[src/rtl/elastic_buffer.sv]
// -----------------------------------------------------------------------------
// elastic_buffer
//
// DEPTH-entry valid/ready elastic buffer for byte and word streams. It absorbs
// consumer stalls with more than one entry of slack. Every output is a flop
// loaded from next-state values, so no input reaches an output combinationally.
//
// Parameters
//   WIDTH  data width in bits
//   DEPTH  entry capacity; a power of two from 2 to 64
//   AFULL  almost_full threshold in entries, from 1 to DEPTH
//
// Ports
//   clk          clock
//   rstn         asynchronous, active-low reset
//   flush        synchronous clear of all contents; wins over push and pop
//   s_valid      upstream data valid
//   s_data       upstream data
//   s_ready      buffer can accept (registered)
//   m_valid      head entry valid (registered)
//   m_data       head entry (registered); holds its last value when empty
//   m_ready      downstream accepts
//   level        occupancy 0..DEPTH (registered)
//   almost_full  level >= AFULL (registered)
// -----------------------------------------------------------------------------
module elastic_buffer #(
  parameter int WIDTH = 8,
  parameter int DEPTH = 4,
  parameter int AFULL = DEPTH - 1
) (
  input  logic                         clk,
  input  logic                         rstn,
  input  logic                         flush,
  input  logic                         s_valid,
  input  logic [WIDTH-1:0]             s_data,
  output logic                         s_ready,
  output logic                         m_valid,
  output logic [WIDTH-1:0]             m_data,
  input  logic                         m_ready,
  output logic [$clog2(DEPTH+1)-1:0]   level,
  output logic                         almost_full
);

  localparam int AW = $clog2(DEPTH);
  localparam int LW = $clog2(DEPTH + 1);
  localparam logic [LW-1:0] DEPTH_L = LW'(DEPTH);
  localparam logic [LW-1:0] AFULL_L = LW'(AFULL);

  logic [WIDTH-1:0] mem [DEPTH];
  logic [AW-1:0]    wr_ptr, rd_ptr, wr_ptr_nxt, rd_ptr_nxt;
  logic [LW-1:0]    count, count_nxt;
  logic             push, pop, bypass;
  logic [WIDTH-1:0] head_nxt;

  // Handshakes use the registered s_ready/m_valid. Because s_ready is low
  // whenever the buffer is full, there is no same-cycle push-through at full.
  assign push = s_valid && s_ready;
  assign pop  = m_valid && m_ready;

  // NOTE: every signal this block writes gets a default first, so that no path
  // leaves it unassigned and no latch is inferred.
  always_comb begin
    count_nxt  = count;
    wr_ptr_nxt = wr_ptr;
    rd_ptr_nxt = rd_ptr;
    if (flush) begin
      count_nxt  = '0;
      wr_ptr_nxt = '0;
      rd_ptr_nxt = '0;
    end else begin
      // The pointers wrap modulo DEPTH on their own, because DEPTH is a power of two.
      if (push) wr_ptr_nxt = wr_ptr + AW'(1);
      if (pop)  rd_ptr_nxt = rd_ptr + AW'(1);
      case ({push, pop})
        2'b10:   count_nxt = count + LW'(1);
        2'b01:   count_nxt = count - LW'(1);
        default: count_nxt = count;
      endcase
    end
  end

  // The next head entry is normally already in memory. When the buffer is
  // empty, or holds one entry that is being popped, the next head is the entry
  // being written in this same cycle, so s_data is forwarded to m_data.
  assign bypass   = push && (wr_ptr == rd_ptr_nxt);
  assign head_nxt = bypass ? s_data : mem[rd_ptr_nxt];

  // NOTE: sequential state uses non-blocking assignments only. All flops then
  // sample the same pre-edge values, and the simulation matches the hardware.
  always_ff @(posedge clk or negedge rstn) begin
    if (!rstn) begin
      count       <= '0;
      wr_ptr      <= '0;
      rd_ptr      <= '0;
      s_ready     <= 1'b0;
      m_valid     <= 1'b0;
      m_data      <= '0;
      almost_full <= 1'b0;
    end else begin
      count       <= count_nxt;
      wr_ptr      <= wr_ptr_nxt;
      rd_ptr      <= rd_ptr_nxt;
      s_ready     <= (count_nxt != DEPTH_L);
      m_valid     <= (count_nxt != '0);
      almost_full <= (count_nxt >= AFULL_L);
      // m_data is loaded only when a valid head will exist. When the buffer
      // goes empty, m_data keeps its last value and stale memory never reaches it.
      if (count_nxt != '0) m_data <= head_nxt;
    end
  end

  // NOTE: the storage array has no reset. Validity is tracked by count and the
  // pointers, so clearing the data would only add reset fan-out to every bit.
  always_ff @(posedge clk) begin
    if (push && !flush) mem[wr_ptr] <= s_data;
  end

  // count is itself a flop, so level is still a registered output.
  assign level = count;

endmodule

[config.mk]
export PLATFORM = sky130hd
export DESIGN_NAME = elastic_buffer
export DESIGN_NICKNAME = d
export VERILOG_FILES = /design/src/rtl/elastic_buffer.sv
export SDC_FILE = /design/constraint.sdc
export NUM_CORES = 1
export LEC_CHECK = 0
export BUFFER_PORTS_ARGS = -buffer_cell sky130_fd_sc_hd__buf_2
export CAP_MARGIN = 20
export CELL_PAD_IN_SITES_DETAIL_PLACEMENT = 1
export CELL_PAD_IN_SITES_GLOBAL_PLACEMENT = 1
export CORE_MARGIN = 2
export CORE_UTILIZATION = 42
export CTS_CLUSTER_DIAMETER = 150
export CTS_CLUSTER_SIZE = 12
export DETAILED_ROUTE_END_ITERATION = 10
export GPL_ROUTABILITY_DRIVEN = 0
export HOLD_SLACK_MARGIN = 0.08
export PLACE_DENSITY = 0.77
export SYNTH_ARGS = -nofsm -noshare
export SYNTH_HDL_FRONTEND = slang
export SYNTH_SLANG_ARGS = --single-unit
[constraint.sdc]
create_clock -name clk -period 2.2 [get_ports clk]
set_input_delay 0.22 -clock clk [delete_from_list [all_inputs] [get_ports clk]]
set_output_delay 0.22 -clock clk [all_outputs]
set_load 0.03 [all_outputs]
Word level (Yosys, flattened, before mapping)

Memory sizes are Yosys's and may differ from the RTL's. A register that Yosys moved wholly into a read port is not among the register bits.
Cells that the tools add are included.

Register bits after elaboration: 10
Memory bits (writable): 32
Input bits: 13
Output and inout bits: 14
Word-level logic and storage cells: 30
Memories kept: 1

$add $sub $neg: 4
$lt $le $gt $ge: 1
Equal/unequal tests: 3
Muxes and demuxes: 8
Reductions and logical operators: 7

Memory list:

| memory | words | width | rd ports | clocked after memory_dff | wr ports | RTL line | source |
|---|---|---|---|---|---|---|---|
| mem    | 4     | 8     | 1        | 1                        | 1        | 49       | `logic [WIDTH-1:0] mem [DEPTH];` |

Operator list:

| cell                                                | number |
|---|---|
| two-way mux 2 bit                                   | 4 |
| case mux 3 bit (2 select lines)                     | 1 |
| adder 2 x 1 -> 2 bit, second input constant         | 2 |
| adder 3 x 1 -> 3 bit, second input constant         | 1 |
| >= comparator 3 x 2 -> 1 bit, second input constant | 1 |
| logical AND 1 bit                                   | 3 |
| two-way mux 3 bit                                   | 1 |
| inequality test 3 bit, second input constant        | 1 |
| nonzero test 3 bit                                  | 1 |
| subtractor 3 x 1 -> 3 bit, second input constant    | 1 |
| equality test 2 x 1 -> 1 bit, second input constant | 1 |
| equality test 2 bit, second input constant          | 1 |
| zero test 1 bit                                     | 2 |
| two-way mux 1 bit                                   | 2 |
| nonzero test 2 bit                                  | 1 |

Logic depth before layout (Yosys ltp)

Depth after elaboration: 5
Mapped depth: 10
Depth with buffers taken out: 10

Least setup slack after synthesis

Ideal clock, no wire load.

Path kind: reg-to-reg
From: register m_valid
To: register m_data[6], read port of mem
Library setup time: 0.122 ns
Arrival time: 2.384 ns
Required time: 2.078 ns
Slack: -0.305 ns
Cell stages (with the launch flop): 11
Buffers on the path: 0
Period minus slack after synthesis: 2.505 ns
Cells stage by stage: dfrtp_1 nand2_1 inv_2 ha_1 fa_1 xor2_1 nor4b_1 nor3_2 inv_1 nor2_1 a21oi_2

Longest elaborated chain between the ends: 5
Elaborated cells on any way between the ends: 8
Classes of those cells: 2 x eq/ne; 4 x mux; 2 x reduce/logical

RTL lines:

| what                                                                       | RTL line | source |
|---|---|---|
| start: declaration                                                         | 37       | `output logic m_valid,` |
| start signal: assignment                                                   | 104      | `m_valid <= (count_nxt != '0);` |
| logical AND 1 bit (*)                                                      | 58       | `assign pop = m_valid && m_ready;` |
| equality test 2 x 1 -> 1 bit / equality test 2 bit (equally long branches) | 74       | `case ({push, pop})` |
| case mux 3 bit (2 select lines)                                            | 74       |  |
| two-way mux 3 bit                                                          | 66       | `if (flush) begin` |
| nonzero test 3 bit                                                         | 108      | `if (count_nxt != '0) m_data <= head_nxt;` |
| end: declaration                                                           | 38       | `output logic [WIDTH-1:0] m_data,` |

Mark *: on every way between the ends. The rest lies on a longest branch, timed or not.
A chain may end at the register's enable or synchronous reset.

Worst setup path in the final report

From: register m_valid
To: register m_data[2], read port of mem

Same word-level chain as after synthesis.

==> results.md <==
* Outcome: finished, violations left
* Violations in the final reports: setup timing
* Setup violators final at 10
* Drt first pass iters at 4
* Iter 0 DRT Violations at 124
* Synth Instances at between 150 and 200
* CTS HTree Levels at 2
* I/O pin total at 27
* Clock power frac at 0.201
* PortBufs at 26
* Unrepaired setup endpoints after global routing: yes
* Die height at just under 80 um
* First-pass GRT wire length at ~9300 um
* Core ar. at ~0.0052 mm^2
* Vias in the first global route at ~1800
* Max Fclk at around 430 MHz
* Nets at roughly 240
* CP Buf/Inv Count at 4
* Syn_area_per_cell at 13.29 um^2
* # diodes at 0
* CTS max path bufs at 2
* Most common cell after layout, fill and taps aside: edfxtp_1
* CTS Buf Count at 5
* Fin crit share at 1.057
* Area of the mapped netlist at approximately 0.0023 mm^2
* Power per cell area at between 1000 and 1500 mW/mm^2
* Post-route ant nets at 0
* Most frequent cells in the layout: 32 x edfxtp_1, 26 x buf_2, 20 x buf_4
* Die X at 78.00 um
* Layout Area Growth over Synthesis at 26.82%
* Max-Cap Viols at 0
* CP max FO at 5
* Clock latency of the later-clocked register in the worst-skew pair at roughly 0.32 ns
* Net Sw Power at between 1 and 1.5 mW
* Synth warn at 0
* Worst-Margin Slew at between 0.5 and 0.6 ns
* #FFs+latches synth at 50
* Setup Skew at 0.01580 ns
* Die area at 0.006083 mm^2
* Final hold vios at 0
* Sequential share of the synthesized area at 0.6137
* Internal power at about 2.2 mW
* Logic gate share of total power at 0.436
* Overall power at 3.527 mW
* Routed WL at 6210 um
* P_leak at roughly 1.2 nW
* Largest net degree at the start of global routing at 19
* Post-DP Area at 0.002615 mm^2
* Gr ovfl total at 0
* Crit end category: flop
* Worst path cell trace: nand2_2 > inv_2 > ha_4 > fa_2 > xor2_2 > buf_4 > a21oi_4 > nor3_4 > buf_12 > buf_12 > a21oi_2 > a21oi_2
* Vias per inst at 5.481
* CTS root buf: clkbuf_8
* Via count at between 1500 and 2000
* Setup WS post-layout at -0.1256 ns
* CP max stage delay at around 0.44 ns
* Setup crit start kind: flop
* Starting density of the core at 0.4418
* Worst Path Class, Setup: reg2reg
* Drt drc at 0
* Maximum VDD drop at roughly 650 uV
* Gr usage total at 0.2040
* CP max-delay cell: dfrtp_2
* Synthesized net count at 192
* Seq pwr share at 0.364
* Sw Share at 0.3814
* Wire per inst at between 20 and 25 um
* Worst R2R Setup Slack at -0.13 ns
* Final Critical Period at around 2.3 ns
* Required time of the critical path at 2.40 ns
* Worst-path clk slew at around 0.11 ns
* CP arrival at 2.52 ns
* Initial antenna violation count at 0
* Rows at 26
* Sink Count at 50
* Post-DP HPWL at ~3800 um
* Max Slew Vio Count at 0
* Library cells used by synthesis at 38
* HP Class: in2reg
* Crit path max-delay family: adder cells
* Finished Cell Area at roughly 0.003 mm^2
* Worst slew margin at 0.6385
* Share of layout cells above drive strength 1 at 0.3956
* CTS tree: yes
[through the flow]
stage / cells / hold WS [ns] / TNS, ns / util / worst slack [ns]
6_report: 295 / 0.1313 / -0.7027 / 0.5603 / -0.1256
3_5_place_dp: 275 / 0.1851 / -0.3882 / 0.5024 / -0.05637
3_3_place_gp: 275 / 0.1731 / 0 / 0.5024 / 0.03362
2_1_floorplan: 173 / -0.07559 / 0 / - / 0.04937
5_1_grt: 295 / 0.1341 / -1.387 / 0.5603 / -0.1873
4_1_cts: 291 / 0.1322 / -0.1006 / 0.5423 / -0.01971
[cell usage after synthesis]
cell type / n / share of area
and3_4: 1 / 0.0049
nor2_1: 15 / 0.024
nand2b_1: 2 / 0.0054
nor3b_1: 2 / 0.0065
buf_12: 1 / 0.0087
a211o_1: 8 / 0.030
mux2_2: 1 / 0.0049
ha_1: 5 / 0.027
inv_1: 4 / 0.0065
or2_1: 1 / 0.0027
nor4b_1: 3 / 0.011
and2_1: 4 / 0.011
nor3_1: 1 / 0.0022
a21oi_2: 1 / 0.0038
xor2_1: 3 / 0.011
o31a_1: 1 / 0.0038
a211oi_1: 1 / 0.0033
nand3_1: 1 / 0.0022
a221oi_1: 8 / 0.030
nor2b_1: 11 / 0.030
edfxtp_1: 32 / 0.42
a2111oi_0: 1 / 0.0038
inv_2: 2 / 0.0033
dfrtp_1: 18 / 0.20
buf_1: 1 / 0.0016
xnor2_1: 3 / 0.011
fa_1: 1 / 0.0087
clkbuf_1: 1 / 0.0016
nand2_1: 3 / 0.0049
o21ai_0: 1 / 0.0022
mux2i_4: 1 / 0.0098
and3_1: 1 / 0.0027
nor3_2: 1 / 0.0044
a21oi_1: 18 / 0.039
buf_6: 3 / 0.015
a21o_1: 1 / 0.0033
mux2i_1: 9 / 0.039
buf_2: 2 / 0.0044
[timing repair]
| item | 4_1_cts | 5_1_grt |
|---|---|---|
| endpoints found under the hold margin | 18 | 0 |
| cloned | 1 | 0 |
| setup endpoints to repair | 8 | 9 |
| pin swaps | 7 | 10 |
| resized for setup | 3 | 15 |
| hold buffers | 1 | 0 |
| setup buffers | 6 | 6 |
[power groups by stage]
stage                     registers (mW)  clock network, mW  logic, mW
after detailed placement            1.29                  0       1.22
final                               1.28              0.708       1.54
after global placement              1.29                  0       1.16
after global routing                1.30              0.744       1.64
after floorplan                     1.50                  0      0.589
after CTS                           1.28              0.698       1.36
[sequential cells by signal (all words and copies together) (netlist names)]
name	flops
almost_full	1
level	3
m_data	8
m_valid	1
mem	32
rd_ptr	2
s_ready	1
wr_ptr	2
[path summary, 6_finish.rpt]
kind,to,cells past startpoint,from
hold / removal,mem[2][7],1,s_data[7]
setup reg to reg,m_data[2],12,m_valid
min in group asynchronous,rd_ptr[0],2,rstn
hold reg to reg,m_data[4],2,m_data[4]
max in group asynchronous,m_valid,2,rstn
setup / recovery,m_data[2],12,m_valid
[cells by family after synthesis]
family          after synthesis  synth area share
flops                        50            0.6137
compound gates               40            0.1202
simple gates                 46            0.1126
fa+ha+maj                     6           0.03591
buf+inv                      14           0.04080
mux                          11           0.05386
xor+xnor                      6           0.02286
[layout make-up]
| class | count | area (um^2) |
|---|---|---|
| Clock buffer | 6 | 82.58 |
| Inverter | 6 | 22.52 |
| Timing Repair Buffer | 51 | 352.8 |
| Timing Repair inverter | 1 | 7.507 |
| Sequential cell | 50 | 1414 |
| Clock inverter | 2 | 38.79 |
| Multi-Input combinational cell | 109 | 910.9 |
| Fill cell | 540 | 2288 |
| Tap cell | 70 | 87.58 |
[layer usage]
layer / share of wire / up-vias / global-route usage
met5: 0 / - / 0
met4: 0.021 / 0 / 0.06842
met3: 0.030 / 10 / 0.04302
met2: 0.52 / 40 / 0.3379
met1: 0.43 / 830 / 0.2674
li1: - / 737 / -
Note: power is estimated with default switching activity, not from simulation.
